`src/rtl/stitched_add_pipeline.sv`:
```
// stitched_add_pipeline
//
// Unsigned adder followed by a STAGES-deep valid/ready register pipeline.
// The (WIDTH+1)-bit sum is formed combinationally from the operands. Stage 1
// then captures either the wrapped sum or the saturated sum, together with
// the carry-out. Later stages forward that value unchanged. Empty stages
// always load, so bubbles collapse. The only combinational path from an
// input to an output is out_ready -> in_ready.
//
// Parameters
//   WIDTH    operand / sum width, 1..64
//   STAGES   register stages between input and output, 1..8
//   SATURATE 0: wrap-around sum, 1: unsigned saturating sum
//
// Ports
//   clk        rising-edge clock
//   rst_n      asynchronous active-low reset
//   in_valid   operand pair valid
//   in_ready   operand pair accepted this cycle
//   in_x/in_y  unsigned operands
//   out_valid  out_sum/out_carry valid
//   out_ready  downstream accepts result
//   out_sum    sum result
//   out_carry  carry-out of the unsigned add
//   occupancy  number of valid stages held (registered)
module stitched_add_pipeline #(
  parameter int unsigned WIDTH    = 32,
  parameter int unsigned STAGES   = 2,
  parameter int unsigned SATURATE = 0,
  localparam int unsigned OccW    = $clog2(STAGES + 1)
) (
  input  logic             clk,
  input  logic             rst_n,
  input  logic             in_valid,
  output logic             in_ready,
  input  logic [WIDTH-1:0] in_x,
  input  logic [WIDTH-1:0] in_y,
  output logic             out_valid,
  input  logic             out_ready,
  output logic [WIDTH-1:0] out_sum,
  output logic             out_carry,
  output logic [OccW-1:0]  occupancy
);

  localparam int unsigned LastIdx = STAGES - 1;

  // Each stage stores {carry, sum[WIDTH-1:0]}.
  logic [WIDTH:0]    sum_full;
  logic [WIDTH:0]    stage_in;
  logic [STAGES-1:0] valid_q, valid_d;
  logic [STAGES-1:0] load;
  logic [WIDTH:0]    data_q [STAGES];
  logic [WIDTH:0]    data_d [STAGES];
  logic [OccW-1:0]   occ_q, occ_d;
  logic              in_fire;
  logic              out_fire;

  // Adder and optional saturation ahead of the first register stage.
  always_comb begin
    sum_full = {1'b0, in_x} + {1'b0, in_y};
    stage_in = sum_full;
    if ((SATURATE != 0) && sum_full[WIDTH]) begin
      stage_in[WIDTH-1:0] = '1;
    end
  end

  // A stage may load when the downstream side can take its contents. From
  // stage s that holds when out_ready is high or some stage from s through
  // the last one is empty. Working this out from the output end means
  // load[0] depends only on out_ready and the registered valid bits.
  always_comb begin
    logic tail_full;
    tail_full = 1'b1;
    load      = '0;
    for (int s = int'(LastIdx); s >= 0; s--) begin
      tail_full = tail_full & valid_q[s];
      load[s]   = out_ready | ~tail_full;
    end
  end

  // Gating with rst_n keeps in_ready low while reset is held.
  assign in_ready = rst_n & load[0];
  assign in_fire  = in_valid & in_ready;
  assign out_fire = valid_q[LastIdx] & out_ready;

  // Stage next-state. The data registers update only when a valid item
  // arrives, so a stalled output stays stable.
  always_comb begin
    valid_d = valid_q;
    for (int s = 0; s < int'(STAGES); s++) begin
      data_d[s] = data_q[s];
    end

    if (load[0]) begin
      valid_d[0] = in_valid;
      if (in_valid) begin
        data_d[0] = stage_in;
      end
    end

    for (int s = 1; s < int'(STAGES); s++) begin
      if (load[s]) begin
        valid_d[s] = valid_q[s-1];
        if (valid_q[s-1]) begin
          data_d[s] = data_q[s-1];
        end
      end
    end
  end

  // Occupancy changes by at most one per cycle: +1 for an input transfer,
  // -1 for an output transfer, and no change when both or neither occur.
  always_comb begin
    occ_d = occ_q + OccW'(in_fire) - OccW'(out_fire);
  end

  always_ff @(posedge clk or negedge rst_n) begin
    if (!rst_n) begin
      valid_q <= '0;
      occ_q   <= '0;
      for (int s = 0; s < int'(STAGES); s++) begin
        data_q[s] <= '0;
      end
    end else begin
      valid_q <= valid_d;
      occ_q   <= occ_d;
      for (int s = 0; s < int'(STAGES); s++) begin
        data_q[s] <= data_d[s];
      end
    end
  end

  assign out_valid = valid_q[LastIdx];
  assign out_sum   = data_q[LastIdx][WIDTH-1:0];
  assign out_carry = data_q[LastIdx][WIDTH];
  assign occupancy = occ_q;

endmodule

```
`config.mk`:
```
export PLATFORM = sky130hd
export DESIGN_NAME = stitched_add_pipeline
export DESIGN_NICKNAME = d
export VERILOG_FILES = /design/src/rtl/stitched_add_pipeline.sv
export SDC_FILE = /design/constraint.sdc
export NUM_CORES = 1
export LEC_CHECK = 0
export ABC_AREA = 1
export ABC_CLOCK_PERIOD_IN_PS = 2000
export BUFFER_PORTS_ARGS = -buffer_cell sky130_fd_sc_hd__buf_4
export CAP_MARGIN = 30
export CORE_UTILIZATION = 56
export DETAILED_ROUTE_END_ITERATION = 8
export PLACE_DENSITY_LB_ADDON = 0.1
export REMOVE_ABC_BUFFERS = 1
export SLEW_MARGIN = 30
export SYNTH_ARGS = -nofsm -noshare
export SYNTH_HDL_FRONTEND = slang
export SYNTH_SLANG_ARGS = --single-unit
```
`constraint.sdc`:
```
create_clock -name clk -period 2 [get_ports clk]
set_input_delay 0.3 -clock clk [delete_from_list [all_inputs] [get_ports clk]]
set_output_delay 0.3 -clock clk [all_outputs]
set_load 0.01 [all_outputs]
```
==> results of run 1 <==
-- cells by family after synthesis --
group,after synthesis
compound gates,55
simple gates,388
xor+xnor,14
fa+ha+maj,35
buf+inv,174
mux,24
flops,70
-- final cells by class --
class | instances | share of cell area, %
Clock buffer | 13 | 2.57
Clock inverter | 3 | 0.689
Inverter | 132 | 8.02
Multi-Input combinational cell | 516 | 44.1
Sequential cell | 70 | 28.4
Tap cell | 111 | 2.25
Timing Repair Buffer | 112 | 14.1
-- final timing paths --
kind / start / end / slack [ns] / cells after the start
worst max-delay path: in_x[0] / data_q[53] / 0.35 / 11
worst min-delay path: in_valid / valid_q[0] / 0.22 / 3
worst max register to register: valid_q[1] / occupancy[1] / 0.48 / 8
worst min register to register: data_q[58] / data_q[58] / 0.47 / 2
max in group asynchronous: rst_n / data_q[38] / 0.71 / 3
min in group asynchronous: rst_n / valid_q[1] / 0.34 / 2
-- cell usage in the layout, fill, tap and decap left out, types with 8 or more instances in the layout --
master | synthesis | final
ha_1 | 34 | 34
a21oi_1 | 19 | 19
inv_1 | 131 | 131
o21ai_0 | 26 | 26
nand3_1 | 48 | 48
xnor2_1 | 13 | 13
nor2_1 | 44 | 44
buf_4 | 33 | 109
nand2_2 | 8 | 8
nand2_1 | 270 | 270
clkbuf_8 | 1 | 11
dfrtp_1 | 70 | 70
mux2_2 | 24 | 24
-- flip-flops by register name, summed over array words and instances, names as in the netlist --
name       count
data_q        33
out_sum       32
out_carry      1
valid_q        2
occupancy      2
-- per-layer routing --
metal  track usage [%]  share of wire (%)  vias to the layer above
li1                  -                  -                     2481
met1              38.0                 50                     2154
met2              42.3                 45                      139
met3              2.62                4.2                       11
met4              7.00                1.2                        0
met5                 0                  0                        -
-- per-stage QoR --
stage | hold WS [ns] | area [um2]
5_1_grt | 0.245 | 6180
4_1_cts | 0.220 | 6180
3_3_place_gp | 0.149 | 5970
2_1_floorplan | 0.00441 | 4970
6_report | 0.223 | 6180
3_5_place_dp | 0.152 | 5970
-- power by group --
part           leakage [nW]  internal [mW]  switching (mW)  total (mW)
Clock                0.0996          0.643           0.480        1.12
Sequential            0.850           1.78           0.196        1.98
Combinational          2.63          0.858           0.940        1.80
-- tightest hold or removal path: stages --
cell and delay [ns]:
buf_4 0.07, inv_1 0.05, o21ai_0 0.08
-- what timing repair did --
action                                 CTS  global route
gates resized for setup                  0             0
setup buffers                            0             0
endpoints found under the hold margin    9             0
hold buffers                             1             0
==> impl_metrics.tcl, run 1 <==
set metrics [dict create \
    setup_viol 0 \
    ys.flop_type "dfrtp_1" \
    first_global_vias 4429 \
    numPortBuffers 104 \
    cap_viol_max_count 0 \
    crit_family "simple AND/OR/NAND/NOR gates" \
    routed-via-count 4785 \
    cts_made_buffers 9 \
    place_congestion 0.880 \
    synth_area_per_cell_um2 6.93 \
    dpl.hpwl_mm 9.93 \
    cts_buffer_depth 2 \
    critPathMaxFanout 3 \
    cts_tree "yes" \
    path_class "primary input to flip-flop" \
    start_util_pct 57.3 \
    num-fill-cells 813 \
    slew_viol_final 0 \
    synth-async-reset-ratio_pct 100 \
    nets 944 \
    clock_latency_ns 0.33 \
    synth_edf_count 0 \
    hold_viol 0 \
    synth_compound_area_share_pct 5.61 \
    ys_warn_count 0 \
    slew_headroom_pct 51.9 \
    grt_max_degree 62 \
    synth_top_family_by_area "simple AND/OR/NAND/NOR gates" \
    final_cells 957 \
    syn_inst 760 \
    endpoint_kind "flip-flop" \
    yosysTopAreaCell "dfrtp_1" \
    antenna_found_initial 0 \
    drt_iter0_markers 245 \
    critPathMaxStageDelay_ns 0.39 \
    placed_cells 940 \
    multi_input_area_um2 2720 \
    ys_ff_latch 70 \
    chipHeight_um 99.0 \
    fin_setup_tns_ns 0 \
    cts_root_buf "clkbuf_8" \
    status "finished clean" \
    via_per_inst 5.00 \
    synth_adder_area_share_pct 8.46 \
    crit_chain "buf_4, ha_1, fa_1, nand3_1, nand3_1, nand3_1, nand3_1, nand2_1, nand3_1, nand3_1, o21ai_0" \
    wl_mm 12.1 \
    yosysSeqAreaShare_pct 33.3 \
    diodes 0 \
    cts.reportedPaths.clkPinSlew_ns 0.07 \
    synthSimpleGateAreaFrac_pct 30.1 \
    p_per_area_nw_per_um2 794 \
    core-area_um2 9200 \
    final_antenna_net_count 0 \
    synth.area.top_cells "dfrtp_1, nand2_1, inv_1" \
    dp_worst_setup_slack_ns 0.0233 \
    dr.pass1.iters 5 \
    hold_path.class "primary input to flip-flop" \
    period_needed_ns 1.65 \
    synth_xor_area_share_pct 2.33 \
    p_leak_nw 3.58 \
    design.die.area_um2 9800 \
    postLayoutCoreUtil_pct 67.2 \
    critical_path_buf_inv_count 1 \
    synth.most_common_cell "nand2_1" \
    synth.cell_area_um2 5270 \
    cp-start-kind "primary input" \
    power_mw 4.90 \
    clock.fmax_ghz 0.607 \
    die_x_um 99.0 \
    crit_top_cell "nand3_1" \
    fin_crit_sh_pct 82.4 \
    h-tree-depth 3 \
    num_rows 35 \
    critPathArrivalTime_ns 1.85 \
    synth_top_area_share_pct 33.3 \
    slowest_stage "fa_1" \
    synthMuxAreaShare_pct 5.13 \
    ys_types 32 \
    clock-sinks 70 \
    required_ns 2.20 \
    synth_common_cells "nand2_1, inv_1, dfrtp_1" \
    ir_drop_v 0.000509 \
    clock_skew_ns 0.00778 \
    grt_pass1_wl_mm 20.4 \
    fin_ws_ns 0.353 \
    ff_latch_area_um2 1750 \
    wl_per_cell_um 12.7 \
    area_growth_pct 17.3 \
    gr-usage-all-layers_pct 26.3 \
    num_io_pins 105 \
    grt.overflow.total 0 \
    worst_pin_slew_ns 0.722 \
    layout-drive-gt1-share_pct 19.5 \
    rsz0062_at_grt "false" \
    remaining_drc_errors 0 \
]
(Power assumes the default switching activity.)
==> run 2, diff against run 1 <==
--- a/config.mk
+++ b/config.mk
@@ -5,11 +5,11 @@
 export SDC_FILE = /design/constraint.sdc
 export NUM_CORES = 1
 export LEC_CHECK = 0
-export ABC_AREA = 1
-export ABC_CLOCK_PERIOD_IN_PS = 2000
+export ABC_AREA = 0
+export ABC_CLOCK_PERIOD_IN_PS = 1400
 export BUFFER_PORTS_ARGS = -buffer_cell sky130_fd_sc_hd__buf_4
 export CAP_MARGIN = 30
-export CORE_UTILIZATION = 56
+export CORE_UTILIZATION = 50
 export DETAILED_ROUTE_END_ITERATION = 8
 export PLACE_DENSITY_LB_ADDON = 0.1
 export REMOVE_ABC_BUFFERS = 1
==> constraint.sdc (replaced) <==
create_clock -name clk -period 1.4 [get_ports clk]
set_input_delay 0.21 -clock clk [delete_from_list [all_inputs] [get_ports clk]]
set_output_delay 0.21 -clock clk [all_outputs]
set_load 0.01 [all_outputs]
==> impl_metrics.tcl, run 2 <==
set metrics [dict create \
    status "complete, but fails checks" \
    violations "setup timing" \
    num_rows 35 \
    synth.most_common_cell "dfrtp_1" \
    start_util_pct 51.8 \
    diodes 0 \
    largest_reg_flops 33 \
    grt_max_degree 71 \
    dpl.hpwl_mm 9.94 \
    ir_drop_v 0.000810 \
    endpoint_kind "flip-flop" \
    num-fill-cells 569 \
    cts_buffer_depth 2 \
    synth_common_cells "dfrtp_1, nand2_1, ha_1" \
    yosysSeqAreaShare_pct 36.4 \
    ys.flop_type "dfrtp_1" \
    dr.pass1.iters 5 \
    area_growth_pct 57.1 \
    nets 807 \
    setup_viol 29 \
    clock.fmax_ghz 0.469 \
    period_needed_ns 2.13 \
    path_class "primary input to flip-flop" \
    core-area_um2 9280 \
    fin_ws_ns -0.734 \
    numPortBuffers 104 \
    gr-usage-all-layers_pct 28.8 \
    synth.cell_area_um2 4810 \
    num_io_pins 105 \
    whs_ns 0.0165 \
    critPathMaxFanout 4 \
    cts_made_buffers 9 \
    switching_share_pct 32.8 \
    h-tree-depth 3 \
    synth.area.top_cells "dfrtp_1, ha_1, mux2_2" \
    first_global_vias 4646 \
    synth_area_per_cell_um2 9.60 \
    required_ns 1.66 \
    power_frac_comb_pct 42.8 \
    final_antenna_net_count 0 \
    seqPwrFrac_pct 34.7 \
    syn_inst 501 \
    wl_per_cell_um 17.4 \
    worst_pin_slew_ns 0.652 \
    via_per_inst 5.47 \
    mostFrequentLayoutCells "buf_4, dfrtp_1, nand2_1" \
    place_area_um2 6370 \
    remaining_drc_errors 0 \
    p_per_area_nw_per_um2 1120 \
    cts_hold_buf 0 \
    drt_iter0_markers 172 \
    routed-via-count 4581 \
    clock_skew_ns 0.0142 \
    ys_ff_latch 70 \
    grt_pass1_wl_mm 22.4 \
    synth_top_area_share_pct 36.4 \
    largest-register "data_q" \
    antenna_found_initial 0 \
    slew_headroom_pct 56.5 \
    critPathArrivalTime_ns 2.40 \
    ys_types 62 \
    slew_viol_final 0 \
    fin_crit_sh_pct 152 \
    clkPwrFrac_pct 22.5 \
    place_congestion 0.892 \
    fin_setup_tns_ns -12.15 \
    postLayoutCellArea_um2 7560 \
    synth_edf_count 0 \
    chipHeight_um 100 \
    clock_latency_ns 0.36 \
    p_sw_mw 2.78 \
    cts_tree "yes" \
    p_leak_nw 3.55 \
    cts.reportedPaths.clkPinSlew_ns 0.09 \
    hold_path.class "primary input to async pin" \
    internal-power_mw 5.68 \
    clock-sinks 70 \
    die_x_um 100 \
    hold_viol 0 \
    ys_warn_count 0 \
    grt.overflow.total 0 \
    cap_viol_max_count 0 \
    synth-async-reset-ratio_pct 100 \
    cts_root_buf "clkbuf_8" \
    layout_commonest_cell "buf_4" \
    cp-start-kind "primary input" \
    design.die.area_um2 10000 \
    layout-drive-gt1-share_pct 53.7 \
    rsz0062_at_grt "true" \
    postLayoutCoreUtil_pct 81.4 \
    yosysTopAreaCell "dfrtp_1" \
    wl_mm 14.6 \
]
==> run 2: changes by cell type in the layout (fill, tap and decap cells not counted), sizes merged, moves of 8 or more <==
cell,change
a21o,+25
a21oi,+8
buf,+135
inv,-124
mux2,+9
nand2,-221
nand3,-36
nand4,+9
nor2,-33
==> run 2: final timing paths <==
check	slack [ns]	depth (start not counted)	endpoint	startpoint
max	-0.73	12	data_q[51]	in_y[0]
min	0.02	2	data_q[57]	rst_n
max reg2reg	-0.19	8	occupancy[1]	valid_q[0]
min reg2reg	0.49	2	data_q[34]	data_q[34]
max in group asynchronous	0.94	2	out_sum[25]	rst_n
min in group clk	0.09	2	valid_q[0]	in_valid
==> run 2: logic make-up (layout without fill, tap and decap cells) <==
group	after synthesis	in the layout	synth area share, %
AO/OA/AOI/OAI	137	137	20.4
XOR/XNOR	21	21	3.82
buffers and inverters	64	272	7.62
AND/OR/NAND/NOR	141	141	14.8
multiplexers	33	33	7.73
adder cells (fa/ha/maj)	35	35	9.26
flip-flops	70	70	36.4
==> run 2: power groups by stage <==
stage	Sequential [mW]	Combinational, mW	Clock, mW
after floorplan	3.04	1.32	0
after global placement	2.90	2.96	0
after detailed placement	2.93	3.01	0
after CTS	2.90	3.38	1.92
after global routing	3.00	3.89	1.99
final	2.93	3.62	1.90
==> run 2: layout make-up <==
| type | count | area, um2 | share of cell area, % |
|---|---|---|---|
| Multi-Input combinational cell | 367 | 3290 | 43.5 |
| Tap cell | 129 | 161 | 2.14 |
| Inverter | 7 | 26.3 | 0.348 |
| Clock inverter | 5 | 81.3 | 1.08 |
| Clock buffer | 11 | 141 | 1.87 |
| Sequential cell | 70 | 1750 | 23.2 |
| Timing Repair Buffer | 249 | 2100 | 27.9 |
==> run 2: worst max-delay path, stage by stage <==
cell and delay (ns):
buf_6 0.10, ha_4 0.15, fa_2 0.34, a21o_1 0.20, a221oi_2 0.21, buf_4 0.16, nor3_4 0.05, buf_6 0.12
o2111ai_4 0.32, a21oi_4 0.11, o21a_1 0.21, o31ai_1 0.22
==> run 2: metrics by stage <==
| step | setup slack (ns) | total power, mW | std cells |
|---|---|---|---|
| 6_report | -0.734 | 8.46 | 838 |
| 5_1_grt | -0.801 | 8.89 | 838 |
| 4_1_cts | -0.690 | 8.20 | 829 |
| 3_5_place_dp | -1.19 | 5.94 | 798 |
| 3_3_place_gp | -1.15 | 5.86 | 798 |
| 2_1_floorplan | -0.965 | 4.36 | 444 |
==> run 2: what timing repair did <==
item	in CTS	in global routing
resized for setup	121	28
buffers inserted	17	9
pin swaps	74	44
gates cloned	0	4
endpoints found under the setup margin	34	62
==> run 2: layer usage <==
metal / wire, um / part of all wire [%] / track usage, % / vias up
met3: 598 / 4.1 / 3.76 / 18
met2: 7100 / 49 / 48.3 / 162
li1: - / - / - / 2209
met5: 0 / 0 / 0 / -
met4: 191 / 1.3 / 8.14 / 0
met1: 6680 / 46 / 39.2 / 2192
==> run 3, diff against run 2 <==
--- a/config.mk
+++ b/config.mk
@@ -9,6 +9,7 @@
 export ABC_CLOCK_PERIOD_IN_PS = 1400
 export BUFFER_PORTS_ARGS = -buffer_cell sky130_fd_sc_hd__buf_4
 export CAP_MARGIN = 30
+export CORE_ASPECT_RATIO = 0.9
 export CORE_UTILIZATION = 50
 export DETAILED_ROUTE_END_ITERATION = 8
 export PLACE_DENSITY_LB_ADDON = 0.1
==> impl_metrics.tcl, run 3 (same netlist as run 2, synthesis figures left out) <==
set metrics [dict create \
    path_class "primary input to flip-flop" \
    slew_headroom_pct 56.9 \
    cp-start-kind "primary input" \
    wl_per_cell_um 18.8 \
    routed-via-count 4645 \
    start_util_pct 52.2 \
    whs_ns 0.0228 \
    power_mw 8.16 \
    cap_viol_max_count 0 \
    postLayoutCoreUtil_pct 80.6 \
    clock-sinks 70 \
    timing.rr.start "valid_q[1]" \
    die_x_um 105 \
    clock_skew_ns 0.0153 \
    chipHeight_um 95.0 \
    wl_mm 15.5 \
    p_per_area_nw_per_um2 1100 \
    drt_iter0_markers 370 \
    cts_buffer_depth 2 \
    grt.overflow.total 0 \
    ir_drop_v 0.000754 \
    antenna_found_initial 0 \
    cts_made_buffers 9 \
    cts_hold_buf 0 \
    dr.pass1.iters 7 \
    diodes 0 \
    num_rows 33 \
    place_congestion 0.905 \
    critPathMaxFanout 4 \
    gr-usage-all-layers_pct 29.3 \
    rsz0062_at_grt "true" \
    via_per_inst 5.64 \
    internal-power_mw 5.26 \
    cts_tree "yes" \
    final_antenna_net_count 0 \
    h-tree-depth 3 \
    p_sw_mw 2.90 \
    fin_setup_tns_ns -12.54 \
    clkPwrFrac_pct 20.1 \
    design.die.area_um2 10000 \
    critPathArrivalTime_ns 2.31 \
    largest-register "data_q" \
    ff2ff_setup_slack_ns -0.22 \
    clock.fmax_ghz 0.480 \
    layout-drive-gt1-share_pct 53.8 \
    remaining_drc_errors 0 \
    mostFrequentLayoutCells "buf_4, dfrtp_1, nand2_1" \
    p_leak_nw 3.51 \
    seqPwrFrac_pct 35.6 \
    hold_viol 0 \
    cts.reportedPaths.clkPinSlew_ns 0.09 \
    violations "setup timing" \
    grt_max_degree 71 \
    core-area_um2 9210 \
    power_frac_comb_pct 44.3 \
    cts_root_buf "clkbuf_8" \
    nets 799 \
    endpoint_kind "flip-flop" \
    slew_viol_final 0 \
    first_global_vias 4654 \
    largest_reg_flops 33 \
    numPortBuffers 104 \
    hold_path.class "primary input to async pin" \
    num_io_pins 105 \
    area_growth_pct 54.4 \
    reg2reg_depth 8 \
    clock_latency_ns 0.36 \
    grt_pass1_wl_mm 22.8 \
    required_ns 1.62 \
    worst_pin_slew_ns 0.646 \
    fin_crit_sh_pct 149 \
    layout_commonest_cell "buf_4" \
    dpl.hpwl_mm 9.93 \
    switching_share_pct 35.5 \
    status "complete, but fails checks" \
    setup_viol 30 \
    period_needed_ns 2.08 \
    fin_ws_ns -0.682 \
    rr_endpoint "data_q[43]" \
]
==> run 3: changes by cell type in the layout (fill, tap and decap cells not counted), moves of 3 or more <==
| cell | before | now |
|---|---|---|
| ha_1 | 14 | 19 |
| xnor2_2 | 5 | 10 |
| buf_6 | 26 | 22 |
| ha_4 | 18 | 14 |
| xnor2_1 | 10 | 6 |
| nand2_2 | 2 | 5 |
==> run 3: final cells by class <==
cell class | instances | area, um2
Clock buffer | 9 | 124
Clock inverter | 7 | 63.8
Fill cell | 577 | 1780
Inverter | 7 | 26.3
Multi-Input combinational cell | 367 | 3300
Sequential cell | 70 | 1750
Tap cell | 122 | 153
Timing Repair Buffer | 241 | 2010
==> run 3: critical path, stage by stage <==
cell and delay (ns):
buf_6 0.10, ha_4 0.16, fa_2 0.38, a21o_1 0.21, a221oi_4 0.30, nor3_4 0.10
o2111ai_4 0.31, buf_4 0.18, a2111oi_4 0.06, o21ai_1 0.16, o311ai_1 0.12
==> run 3: worst max path at each step <==
stage	from	to	slack [ns]
2_1_floorplan	in_x[0]	data_q[61]	-0.96
3_3_place_gp	in_x[0]	data_q[61]	-1.16
3_5_place_dp	in_x[0]	data_q[43]	-1.28
4_1_cts	in_y[0]	data_q[57]	-0.71
5_1_grt	in_y[0]	data_q[63]	-0.74
6_report	in_y[0]	data_q[63]	-0.68
==> run 3: repair_timing <==
action | in CTS | in global routing
endpoints found under the setup margin | 33 | 67
hold endpoints to repair | 0 | 0
setup buffers | 14 | 8
resized for setup | 115 | 27
cloned | 0 | 4
pin swaps | 54 | 27
==> run 3: stage by stage <==
stage                     instances  worst slack (ns)  cell area (um2)
after floorplan                 444            -0.965             4470
after global placement          786             -1.16             6310
after detailed placement        786             -1.28             6310
after CTS                       813            -0.709             7150
after global routing            823            -0.744             7420
final                           823            -0.682             7420
==> run 3: power groups by stage <==
stage | registers [mW] | clock network (mW) | logic [mW]
after floorplan | 3.04 | 0 | 1.32
after global placement | 2.90 | 0 | 2.93
after detailed placement | 2.93 | 0 | 3.00
after CTS | 2.90 | 1.68 | 3.39
after global routing | 2.97 | 1.73 | 3.87
final | 2.90 | 1.64 | 3.62
==> run 3: routing by layer <==
metal  up-vias  part of all wire (%)  global-route usage, %
li1       2187                     -                      -
met1      2196                    44                   38.3
met2       214                    48                   51.2
met3        48                   5.2                   4.44
met4         0                   2.5                   7.63
met5         -                     0                      0
